--- config.mk ---
export PLATFORM = sky130hd
export DESIGN_NAME = scma_host_sequencer
export DESIGN_NICKNAME = d
export VERILOG_FILES = /design/src/rtl/scma_host_sequencer.sv
export SDC_FILE = /design/constraint.sdc
export NUM_CORES = 1
export LEC_CHECK = 0
export ABC_AREA = 1
export CORE_MARGIN = 2
export CORE_UTILIZATION = 40
export DETAILED_ROUTE_END_ITERATION = 16
export PLACE_DENSITY = 0.71
export SLEW_MARGIN = 20
export SYNTH_ARGS = -nofsm -noshare
export SYNTH_HDL_FRONTEND = slang
export SYNTH_SLANG_ARGS = --single-unit
--- constraint.sdc ---
create_clock -name clk -period 6 [get_ports clk]
set_input_delay 0.6 -clock clk [delete_from_list [all_inputs] [get_ports clk]]
set_output_delay 0.6 -clock clk [all_outputs]
set_load 0.03 [all_outputs]
--- src/rtl/scma_host_sequencer.sv ---
// Host-side command sequencer for the SCMA IO block.
// Converts a valid/ready command stream into registered a_in/data_in bus cycles.
// Output reads are returned on a valid/ready response port.
// IO address map: 0x0100+row array rows, 0x0020+slot input buffer,
// 0x0030+slot registers, 0x0200+(slot<<4) outputs, 0x7800 idle.
module scma_host_sequencer #(
    parameter int DATA_IN_WIDTH  = 36,
    parameter int DATA_OUT_WIDTH = 32,
    parameter int ADDR_IN_WIDTH  = 15,
    parameter int RD_HOLD        = 1,
    parameter int WAIT_WIDTH     = 16
) (
    input  logic                      clk,
    input  logic                      rst,
    input  logic                      cmd_valid,
    output logic                      cmd_ready,
    input  logic [2:0]                cmd_op,
    input  logic [7:0]                cmd_addr,
    input  logic [DATA_IN_WIDTH-1:0]  cmd_data,
    output logic [ADDR_IN_WIDTH-1:0]  a_in,
    output logic [DATA_IN_WIDTH-1:0]  data_in,
    input  logic [DATA_OUT_WIDTH-1:0] data_out,
    output logic                      rsp_valid,
    input  logic                      rsp_ready,
    output logic [3:0]                rsp_addr,
    output logic [DATA_OUT_WIDTH-1:0] rsp_data,
    output logic                      busy,
    output logic                      err
);

    localparam logic [ADDR_IN_WIDTH-1:0] IDLE_ADDR = ADDR_IN_WIDTH'(15'h7800);
    localparam int HOLD_W = (RD_HOLD > 1) ? $clog2(RD_HOLD) : 1;

    localparam logic [2:0] OP_NOP      = 3'd0;
    localparam logic [2:0] OP_WR_ARRAY = 3'd1;
    localparam logic [2:0] OP_WR_INPUT = 3'd2;
    localparam logic [2:0] OP_WR_REG   = 3'd3;
    localparam logic [2:0] OP_RD_OUT   = 3'd4;
    localparam logic [2:0] OP_WAIT     = 3'd5;

    typedef enum logic [2:0] {
        S_IDLE, S_ISSUE, S_RD, S_RSP, S_WAIT
    } state_t;

    state_t                    state, state_nx;
    logic [ADDR_IN_WIDTH-1:0]  a_in_nx;
    logic [DATA_IN_WIDTH-1:0]  data_in_nx;
    logic                      rsp_valid_nx;
    logic [3:0]                rsp_addr_nx;
    logic [DATA_OUT_WIDTH-1:0] rsp_data_nx;
    logic                      err_nx;
    logic [WAIT_WIDTH-1:0]     wait_cnt, wait_cnt_nx;
    logic [HOLD_W-1:0]         hold_cnt, hold_cnt_nx;
    logic [3:0]                rd_slot, rd_slot_nx;
    logic                      accept;

    assign cmd_ready = (state == S_IDLE) || (state == S_ISSUE);
    assign busy      = (state != S_IDLE);
    assign accept    = cmd_valid & cmd_ready;

    // Next-state and next-register values for the whole sequencer.
    always_comb begin
        state_nx     = state;
        a_in_nx      = a_in;
        data_in_nx   = data_in;
        rsp_valid_nx = rsp_valid;
        rsp_addr_nx  = rsp_addr;
        rsp_data_nx  = rsp_data;
        err_nx       = 1'b0;
        wait_cnt_nx  = wait_cnt;
        hold_cnt_nx  = hold_cnt;
        rd_slot_nx   = rd_slot;
        case (state)
            S_IDLE, S_ISSUE: begin
                // Unless a new command is encoded, the bus drops back to idle.
                a_in_nx  = IDLE_ADDR;
                state_nx = S_IDLE;
                if (accept) begin
                    case (cmd_op)
                        OP_NOP: ;
                        OP_WR_ARRAY: begin
                            a_in_nx    = ADDR_IN_WIDTH'({7'b0000001, cmd_addr});
                            data_in_nx = {{(DATA_IN_WIDTH-32){1'b1}}, ~cmd_data[31:0]};
                            state_nx   = S_ISSUE;
                        end
                        OP_WR_INPUT: begin
                            a_in_nx    = ADDR_IN_WIDTH'({11'h002, cmd_addr[3:0]});
                            data_in_nx = cmd_data;
                            state_nx   = S_ISSUE;
                        end
                        OP_WR_REG: begin
                            a_in_nx    = ADDR_IN_WIDTH'({11'h003, cmd_addr[3:0]});
                            data_in_nx = cmd_data;
                            state_nx   = S_ISSUE;
                        end
                        OP_RD_OUT: begin
                            a_in_nx     = ADDR_IN_WIDTH'({7'h02, cmd_addr[3:0], 4'h0});
                            rd_slot_nx  = cmd_addr[3:0];
                            hold_cnt_nx = HOLD_W'(RD_HOLD - 1);
                            state_nx    = S_RD;
                        end
                        OP_WAIT: begin
                            // A zero count skips the WAIT state entirely.
                            wait_cnt_nx = cmd_data[WAIT_WIDTH-1:0];
                            if (cmd_data[WAIT_WIDTH-1:0] != '0) state_nx = S_WAIT;
                        end
                        default: err_nx = 1'b1;
                    endcase
                end
            end
            S_RD: begin
                if (hold_cnt == '0) begin
                    rsp_data_nx  = data_out;
                    rsp_addr_nx  = rd_slot;
                    rsp_valid_nx = 1'b1;
                    a_in_nx      = IDLE_ADDR;
                    state_nx     = S_RSP;
                end else begin
                    hold_cnt_nx = hold_cnt - 1'b1;
                end
            end
            S_RSP: begin
                if (rsp_ready) begin
                    rsp_valid_nx = 1'b0;
                    state_nx     = S_IDLE;
                end
            end
            S_WAIT: begin
                a_in_nx     = IDLE_ADDR;
                wait_cnt_nx = wait_cnt - 1'b1;
                if (wait_cnt <= WAIT_WIDTH'(1)) begin
                    wait_cnt_nx = '0;
                    state_nx    = S_IDLE;
                end
            end
            default: state_nx = S_IDLE;
        endcase
    end

    // State register.
    always_ff @(posedge clk or posedge rst) begin
        if (rst) state <= S_IDLE;
        else     state <= state_nx;
    end

    // Bus, response and counter registers.
    always_ff @(posedge clk or posedge rst) begin
        if (rst) begin
            a_in      <= IDLE_ADDR;
            data_in   <= '0;
            rsp_valid <= 1'b0;
            rsp_addr  <= '0;
            rsp_data  <= '0;
            err       <= 1'b0;
            wait_cnt  <= '0;
            hold_cnt  <= '0;
            rd_slot   <= '0;
        end else begin
            a_in      <= a_in_nx;
            data_in   <= data_in_nx;
            rsp_valid <= rsp_valid_nx;
            rsp_addr  <= rsp_addr_nx;
            rsp_data  <= rsp_data_nx;
            err       <= err_nx;
            wait_cnt  <= wait_cnt_nx;
            hold_cnt  <= hold_cnt_nx;
            rd_slot   <= rd_slot_nx;
        end
    end

endmodule

-- Word level (Yosys, flattened, before mapping)
Index checks and enable logic that the tools add are counted.
- register bits after elaboration: 113
- bits in latches: 0
- bits in writable memories: 0
- bits in read-only memories: 0
- bits of input ports: 83
- output and inout port bits: 91
- memories kept: 0
- add/subtract/negate cells: 2
- multiply operators: 0
- div/mod/pow operators: 0
- order comparisons: 1
- eq/ne operators: 15
- shift operators: 0
- muxes and demuxes: 26
- bitwise operators: 3
- reduce and logical (&&, ||, !) cells: 22
- operators by type and width (cell ; number):
    one-hot mux 36 bit (2 select lines) ; 1
    one-hot mux 15 bit (4 select lines) ; 1
    two-way mux 16 bit ; 3
    one-hot mux 15 bit (3 select lines) ; 1
    NOT 32 bit ; 1
    one-hot mux 16 bit (2 select lines) ; 1
    two-way mux 15 bit ; 2
    AND reduction 3 bit ; 6
    less-or-equal comparator 16 x 1 -> 1 bit (second input constant) ; 1
    nonzero test 16 bit ; 1
    subtractor 16 x 1 -> 16 bit (second input constant) ; 1
    two-way mux 3 bit ; 5
    == test 3 x 2 -> 1 bit (second input constant) ; 4
    one-hot mux 3 bit (4 select lines) ; 1
    == test 3 bit (second input constant) ; 3
    one-hot mux 3 bit (3 select lines) ; 1
    two-way mux 1 bit ; 8
    inequality test 2 bit (second input constant) ; 4
    nonzero test 2 bit ; 4
    == test 3 x 1 -> 1 bit (second input constant) ; 2
    zero test 3 bit ; 2
    nonzero test 3 bit ; 2
    OR reduction 6 bit ; 1
    inequality test 2 x 1 -> 1 bit (second input constant) ; 2
    other kinds (8) ; 11

-- Logic depth before layout (Yosys ltp)
Gate-level depths: netlist (run 1).
- word-level depth: 5
- depth in mapped cells: 12
- depth with buffers taken out: 11

-- Least setup slack after synthesis (run 1)
No wires, ideal clock.
- path type: flip-flop to flip-flop
- start point: register state[0]
- end point: register data_in[0]
- setup time: 130 ps
- data arrival time: 1473 ps
- data required time: 5870 ps
- path slack: 4397 ps
- stages on the path, launching flop included: 11
- path buffers: 2
- period minus slack after synthesis: 1603 ps
- path through: dfrtp_1 nor2_4 nand2_4 nand2_4 nand2_4 inv_4 nand2_4 buf_6 buf_6 nand2_1 o21ai_0
- word-level cells in the longest chain between the ends: 4
- RTL lines (element ; RTL line ; source):
    start, declared ; 45 ; state_t state, state_nx;
    start signal, assigned ; 143 ; else state <= state_nx;
    == test 3 x 1 -> 1 bit or zero test 3 bit (tied branches) ; 57 ; assign cmd_ready = (state == S_IDLE) || (state == S_ISSUE);
    logical OR 1 bit (*) ; 57 ;
    net cmd_ready ; 16 ; output logic cmd_ready,
    AND 1 bit (*) ; 59 ; assign accept = cmd_valid & cmd_ready;
    AND reduction 3 bit (no line) (*) ; - ;
    end signal, assigned ; 160 ; data_in <= data_in_nx;
    end, declared ; 21 ; output logic [DATA_IN_WIDTH-1:0] data_in,
Mark *: on every way through the listed nets, which the timed path passes. The rest lies on a longest branch.
A chain may end at the register's enable or synchronous reset.

-- Worst setup path after layout (run 1)
- start point: register state[1]
- end point: register a_in[9]
- word-level cells in the longest chain between the ends: 5
- RTL lines (element ; RTL line ; source):
    == test 3 x 1 -> 1 bit or zero test 3 bit (tied branches) ; 57, 73 ;
    logical OR 1 bit ; 57 ;
    AND 1 bit ; 59 ;
    two-way mux 15 bit ; 78 ; if (accept) begin
    one-hot mux 15 bit (3 select lines) ; 73 ; case (state)
    end signal, assigned ; 159 ; a_in <= a_in_nx;
    end, declared ; 20 ; output logic [ADDR_IN_WIDTH-1:0] a_in,
Parallel ways exist; a longest one is shown, timed or not.

==> results of run 1 <==
[path summary, 6_finish.rpt]
kind | start | end | slack [ns] | cells after the start
min in group asynchronous | rst | rsp_data[11]$_DFFE_PP0P_ | 0.68 | 2
max reg2reg | state[1]$_DFFE_PP0P_ | a_in[9]$_DFFE_PP0P_ | 3.49 | 6
min reg2reg | rsp_addr[2]$_DFFE_PP0P_ | rsp_addr[2]$_DFFE_PP0P_ | 0.47 | 2
max | state[1]$_DFFE_PP0P_ | a_in[9]$_DFFE_PP0P_ | 3.49 | 6
min | rsp_addr[2]$_DFFE_PP0P_ | rsp_addr[2]$_DFFE_PP0P_ | 0.47 | 2
max in group asynchronous | rst | wait_cnt[6]$_DFFE_PP0P_ | 4.11 | 3
[state kept, by name, indices dropped and copies added (netlist names)]
register	count
state	3
rd_slot	4
rsp_addr	4
err	1
rsp_data	32
rsp_valid	1
wait_cnt	16
a_in	11
data_in	36
[power groups by stage]
stage	Sequential, mW	Combinational [mW]	Clock [mW]
global route	1.31	2.03	0.745
floorplan	1.75	0.659	0
finish	1.27	1.89	0.697
global placement	1.27	1.86	0
CTS	1.27	1.90	0.710
detailed placement	1.28	1.90	0
[stage by stage]
stage                     total power, mW  cell area (um^2)
after detailed placement             3.18              7020
after global placement               3.13              7020
after CTS                            3.88              7370
after floorplan                      2.41              5210
after global routing                 4.08              7370
final                                3.85              7370
[cells by family (layout without fill, tap and decap cells)]
logic type | Yosys count | after routing | synth area share
AOI/OAI and AO/OA | 73 | 73 | 0.0811
xor gates and xnor gates | 40 | 40 | 0.0672
adders and majority gates | 2 | 2 | 0.00480
buffers and inverters | 84 | 248 | 0.0739
DFF | 108 | 108 | 0.519
other | 1 | 1 | 0.000719
and+or+nand+nor | 319 | 319 | 0.254
[worst max-delay path: cells and delay by family, from the launching register on]
kind | cells | cell delay, ns
buffers and inverters | 3 | 0.91
flip-flops | 1 | 0.43
AND/OR/NAND/NOR | 2 | 0.66
AO/OA/AOI/OAI | 1 | 0.37
[layout make-up]
| cell class | instances | area [um^2] |
|---|---|---|
| Sequential cell | 108 | 2700 |
| Fill cell | 1138 | 5300 |
| Inverter | 57 | 224 |
| Multi-Input combinational cell | 435 | 2130 |
| Timing Repair Buffer | 175 | 1740 |
| Clock inverter | 6 | 116 |
| Tap cell | 172 | 215 |
| Clock buffer | 10 | 239 |
[metal layers]
metal | global-route usage | up-vias
li1 | - | 2259
met1 | 0.257 | 2155
met2 | 0.320 | 162
met3 | 0.0347 | 23
met4 | 0.0700 | 0
met5 | 0 | -
[Yosys cell counts]
| cell | n |
|---|---|
| a21oi_1 | 12 |
| buf_2 | 8 |
| buf_4 | 5 |
| buf_6 | 3 |
| buf_8 | 1 |
| clkbuf_1 | 10 |
| conb_1 | 1 |
| dfrtp_1 | 107 |
| dfstp_2 | 1 |
| ha_1 | 2 |
| inv_1 | 52 |
| inv_2 | 3 |
| inv_4 | 1 |
| inv_6 | 1 |
| nand2_1 | 202 |
| nand2_2 | 3 |
| nand2_4 | 5 |
| nand3_1 | 16 |
| nand3_2 | 2 |
| nand3b_1 | 1 |
| nand4_1 | 4 |
| nor2_1 | 78 |
| nor2_2 | 1 |
| nor2_4 | 1 |
| nor3_1 | 1 |
| nor3_4 | 1 |
| nor4_1 | 4 |
| o211ai_1 | 1 |
| o211ai_2 | 1 |
| o21ai_0 | 45 |
| o21ai_1 | 4 |
| o21ai_2 | 4 |
| o22ai_1 | 2 |
| o22ai_2 | 4 |
| xnor2_1 | 4 |
| xor2_1 | 36 |
==> qor.yml, run 1 <==
run_status:
  outcome: "complete, no violations"
power:
  leakage_nw: 3.47
  p_int_mw: 2.21
  irDropWorstVdd_mv: 0.189
  p_comb_frac: 0.490
  p_sw_mw: 1.64
  seqPwrFrac: 0.329
  clock_power_share: 0.181
  pwr_density_cell_nw_per_um2: 522
  switching_share: 0.425
timing:
  setup_ws_ns: 3.49
  setup_tns_ns: 0
  fin_crit_sh: 0.419
  slew_violations: 0
  max-slew-margin-rel: 0.491
  hold_viol_final: 0
  max_freq_mhz: 398
  rsz0062_at_grt: "false"
  fin_hold_ws_ns: 0.471
  fin_crit_ns: 2.51
  finClkSkew_ns: 0.00994
  tightest_slew_ns: 0.764
  setup_viol: 0
critical_path:
  slowest_stage: "nand4_1"
  crit_path_end_kind: "register"
  crit_path_max_fanout: 41
  crit_path_cell_trace: "inv_1, nor3_4, buf_4, inv_2, nand4_1, o21ai_0"
  cp.required_ns: 6.25
  worstSetupPathType: "register to register"
  cp-start-kind: "register"
  cpPeakStageDelay_ns: 0.62
  crit_arrival_ns: 2.76
cells_and_area:
  finalNetCount: 871
  area_delta_synth_final_pct: 41.4
  diodes: 0
  fin_util: 0.582
  final_common_cell: "nand2_1"
  final_cell_mix: "nand2_1, clkdlybuf4s50_1, dfrtp_1"
  fin_cells: 963
  drive_gt1_frac: 0.0607
min_path:
  hp-class: "register to register"
synth:
  synth_cell_type_count: 36
  ys_seq_area_frac: 0.519
  synthTopCellsByArea: "dfrtp_1, nand2_1, xor2_1, nor2_1, o21ai_0"
  syn-cell-area_um2: 5210
  netlist.area_leader.share: 0.514
  synth_top_area_cell: "dfrtp_1"
  syn_inst: 627
  synth-seq-cells: 108
  synth_fp_nets: 712
  yosys_warnings: 0
  synth_area_per_cell_um2: 8.32
die:
  die_x_um: 118
  core_um2: 12700
  die_area_um2: 14000
  start_util: 0.411
  fp-row-count: 41
  io_pins: 174
  die_h_um: 118
cts:
  cts_root_buffer: "clkbuf_16"
  path_clk_slew_ns: 0.08
  cts_resized: 0
  htree_num_levels: 3
  clk_path_buf_depth: 2
  post-cts-setup-buffers: 0
  numClockSinks: 108
  cts_hold_buffers: 0
  numCtsBuffers: 9
  clock_latency_ns: 0.34
  cts_tree: "yes"
global_routing:
  first_global_vias: 4427
  grt_pass1_wl_um: 22200
  gr-total-overflow: 0
  antenna_found_initial: 0
  grt_max_degree: 79
  grtUsageTotal: 0.194
routing:
  drc: 0
  detail_route.wl_per_cell_um: 14.1
  met3WireLength_um: 716
  top_layer: "met4"
  ant_nets: 0
  routed_wl_um: 13600
  wl_met1_um: 6030
  drtIter0Drc: 282
  routed_via_density: 4.78
  drt_pre_antenna_iters: 5
  vias: 4599
  met2WireLength_um: 6490
placed_design:
  dp_cells: 947
  place_ws_ns: 3.48
  portBuffers: 172
  gp_congestion: 0.909
  hpwl_um: 9940
flow_run:
  max_cap_viol_count: 0
(Power assumes the default switching activity.)
==> inputs of run 2 (changes only) <==
--- a/config.mk
+++ b/config.mk
@@ -9,7 +9,7 @@
 export CORE_MARGIN = 2
 export CORE_UTILIZATION = 40
 export DETAILED_ROUTE_END_ITERATION = 16
-export PLACE_DENSITY = 0.71
+export PLACE_DENSITY = 0.74
 export SLEW_MARGIN = 20
 export SYNTH_ARGS = -nofsm -noshare
 export SYNTH_HDL_FRONTEND = slang
==> constraint.sdc (replaced) <==
create_clock -name clk -period 2.3 [get_ports clk]
set_input_delay 0.23 -clock clk [delete_from_list [all_inputs] [get_ports clk]]
set_output_delay 0.23 -clock clk [all_outputs]
set_load 0.03 [all_outputs]
==> run 2 against run 1 <==
Clock power increased by 130%; first-iteration DRC count decreased by 3.5%; combinational power increased to 2.6 times the previous value; sequential cell count unchanged; final area decreased by 0.25%; setup slack got worse by 3.3 ns; sequential power increased to 2.6 times the previous value; sequential share of layout area increased by 0.094 points; critical path depth decreased by 2; count of clock-buffer cells in the layout increased by 1; power increased to 2.5 times the previous value; largest power group unchanged; final cell count increased by 0.21%.
==> qor.yml, run 2 (same netlist as run 1, synthesis figures left out) <==
routing:
  routed_via_density: 4.72  # -1.2%
  routed_wl_um: 13500  # -0.31%
  drc: 0  # unchanged
  ant_nets: 0  # unchanged
  drt_pre_antenna_iters: 5  # unchanged
  detail_route.wl_per_cell_um: 14.0  # -0.52%
  drtIter0Drc: 272  # -3.5%
  vias: 4555  # -0.96%
critical_path:
  cp.required_ns: 2.07  # -4.18 ns
  worstSetupPathType: "register to primary output"
  crit_path_max_fanout: 5  # -88%
  startpoint: "state[2]$_DFFE_PP0P_"
  cp-start-kind: "register"
  crit_path_end_kind: "primary output"
  crit-reg2reg-launch: "state[2]$_DFFE_PP0P_"
  crit_arrival_ns: 1.91  # -0.85 ns
cells_and_area:
  largest_reg_flops: 36  # unchanged
  regMostFlops: "data_in"
  layout.area.seq_um2: 2700  # unchanged
  diodes: 0  # unchanged
  area_delta_synth_final_pct: 41.0
  postLayoutCellArea_um2: 7350  # -0.25%
  final_common_cell: "nand2_1"
  fill_cells: 1136  # -0.18%
  multi_input_area_um2: 2130  # unchanged
  final_cell_mix: "nand2_1, clkdlybuf4s50_1, dfrtp_1"
  drive_gt1_frac: 0.0618  # +0.00111
  finalNetCount: 874  # +0.34%
  reg.largest.list: "data_in (36), rsp_data (32), wait_cnt (16)"
global_routing:
  busiest_layer: "met2"
  first_global_vias: 4557  # +2.9%
  gr-total-overflow: 0  # unchanged
  grt_max_degree: 79  # unchanged
  grtUsageTotal: 0.203  # +0.00849
  antenna_found_initial: 0  # unchanged
  met3_usage: 0.0391  # +0.00434
  use_met2: 0.331  # +0.0108
  grt_pass1_wl_um: 23000  # +3.6%
  use_met1: 0.270  # +0.0126
die:
  fp-row-count: 41  # unchanged
  start_util: 0.411  # unchanged
  die_x_um: 118  # unchanged
  io_pins: 174  # unchanged
  die_area_um2: 14000  # unchanged
  die_h_um: 118  # unchanged
  core_um2: 12700  # unchanged
power:
  pwr_density_cell_nw_per_um2: 1330  # +160%
  leakage_nw: 3.45  # -0.45%
  irDropWorstVdd_mv: 0.630  # +230%
  finalPower_mw: 9.80  # +150%
placed_design:
  hpwl_um: 10000  # +1.0%
  portBuffers: 172  # unchanged
  place_area_um2: 7050  # +0.52%
  gp_congestion: 0.919  # +1.1%
  place_ws_ns: 0.362  # -3.12 ns
timing:
  fin_hold_ws_ns: 0.204  # -0.267 ns
  hold_viol_final: 0  # unchanged
  rsz0062_at_grt: "false"
  setup_viol: 0  # unchanged
  max-slew-margin-rel: 0.505  # +0.0148
  slew_violations: 0  # unchanged
  setup_ws_ns: 0.156  # -3.33 ns
  fin_crit_sh: 0.932
  finClkSkew_ns: 0.00551  # -0.00443 ns
  max_freq_mhz: 467
  setup_tns_ns: 0  # unchanged
  tightest_slew_ns: 0.742  # -0.0222 ns
  fin_crit_ns: 2.14
cts:
  cts_hold_buffers: 0  # unchanged
  path_clk_slew_ns: 0.07  # about the same
  numClockSinks: 108  # unchanged
  post-cts-setup-buffers: 0  # unchanged
  clk_path_buf_depth: 2  # unchanged
  numCtsBuffers: 9  # unchanged
  clock_latency_ns: 0.35  # about the same
  cts_root_buffer: "clkbuf_16"
  cts_resized: 0  # unchanged
  cts_tree: "yes"
  htree_num_levels: 3  # unchanged
flow_run:
  max_cap_viol_count: 0  # unchanged
min_path:
  hp-class: "primary input to async pin"
run_status:
  outcome: "complete, no violations"
-- run 2: final cells by class --
type	instances	share of cell area
clock buffer	11	0.0330
sequential	108	0.368
multi-input combinational	435	0.290
clock inverter	4	0.00783
tap	172	0.0293
inverter	57	0.0306
timing repair buffer	178	0.242
-- run 2: report_power, final --
group / switching, mW / internal, mW / leakage [nW]
sequential: 0.562 / 2.75 / 1.32
combinational: 2.99 / 1.93 / 1.98
clock: 0.695 / 0.881 / 0.144
-- run 2: final timing paths --
check	endpoint	slack [ns]	depth (start not counted)
max in group asynchronous	rsp_data[3]$_DFFE_PP0P_	1.41	3
hold reg to reg	rsp_data[17]$_DFFE_PP0P_	0.47	2
setup reg to reg	data_in[9]$_DFFE_PP0P_	0.42	7
min in group clk	rsp_data[20]$_DFFE_PP0P_	0.41	3
hold / removal	a_in[9]$_DFFE_PP0P_	0.20	2
setup / recovery	cmd_ready	0.16	4
-- run 2: metal layers --
metal  vias to the layer above  part of all wire
met5                         -                 0
met4                         0             0.020
met3                        17             0.041
met2                       130              0.49
met1                      2147              0.45
li1                       2261                 -
-- run 2: critical path, cell delays in order, from the launching register on --
cell and delay [ns]:
dfrtp_1 0.43, inv_1 0.18, nand3_2 0.12, nand2_4 0.11, clkdlybuf4s50_1 0.71
-- run 2: through the flow --
step                 util  std cells
floorplan               -        627
global placement    0.557        950
detailed placement  0.557        950
CTS                 0.580        965
global route        0.580        965
finish              0.580        965
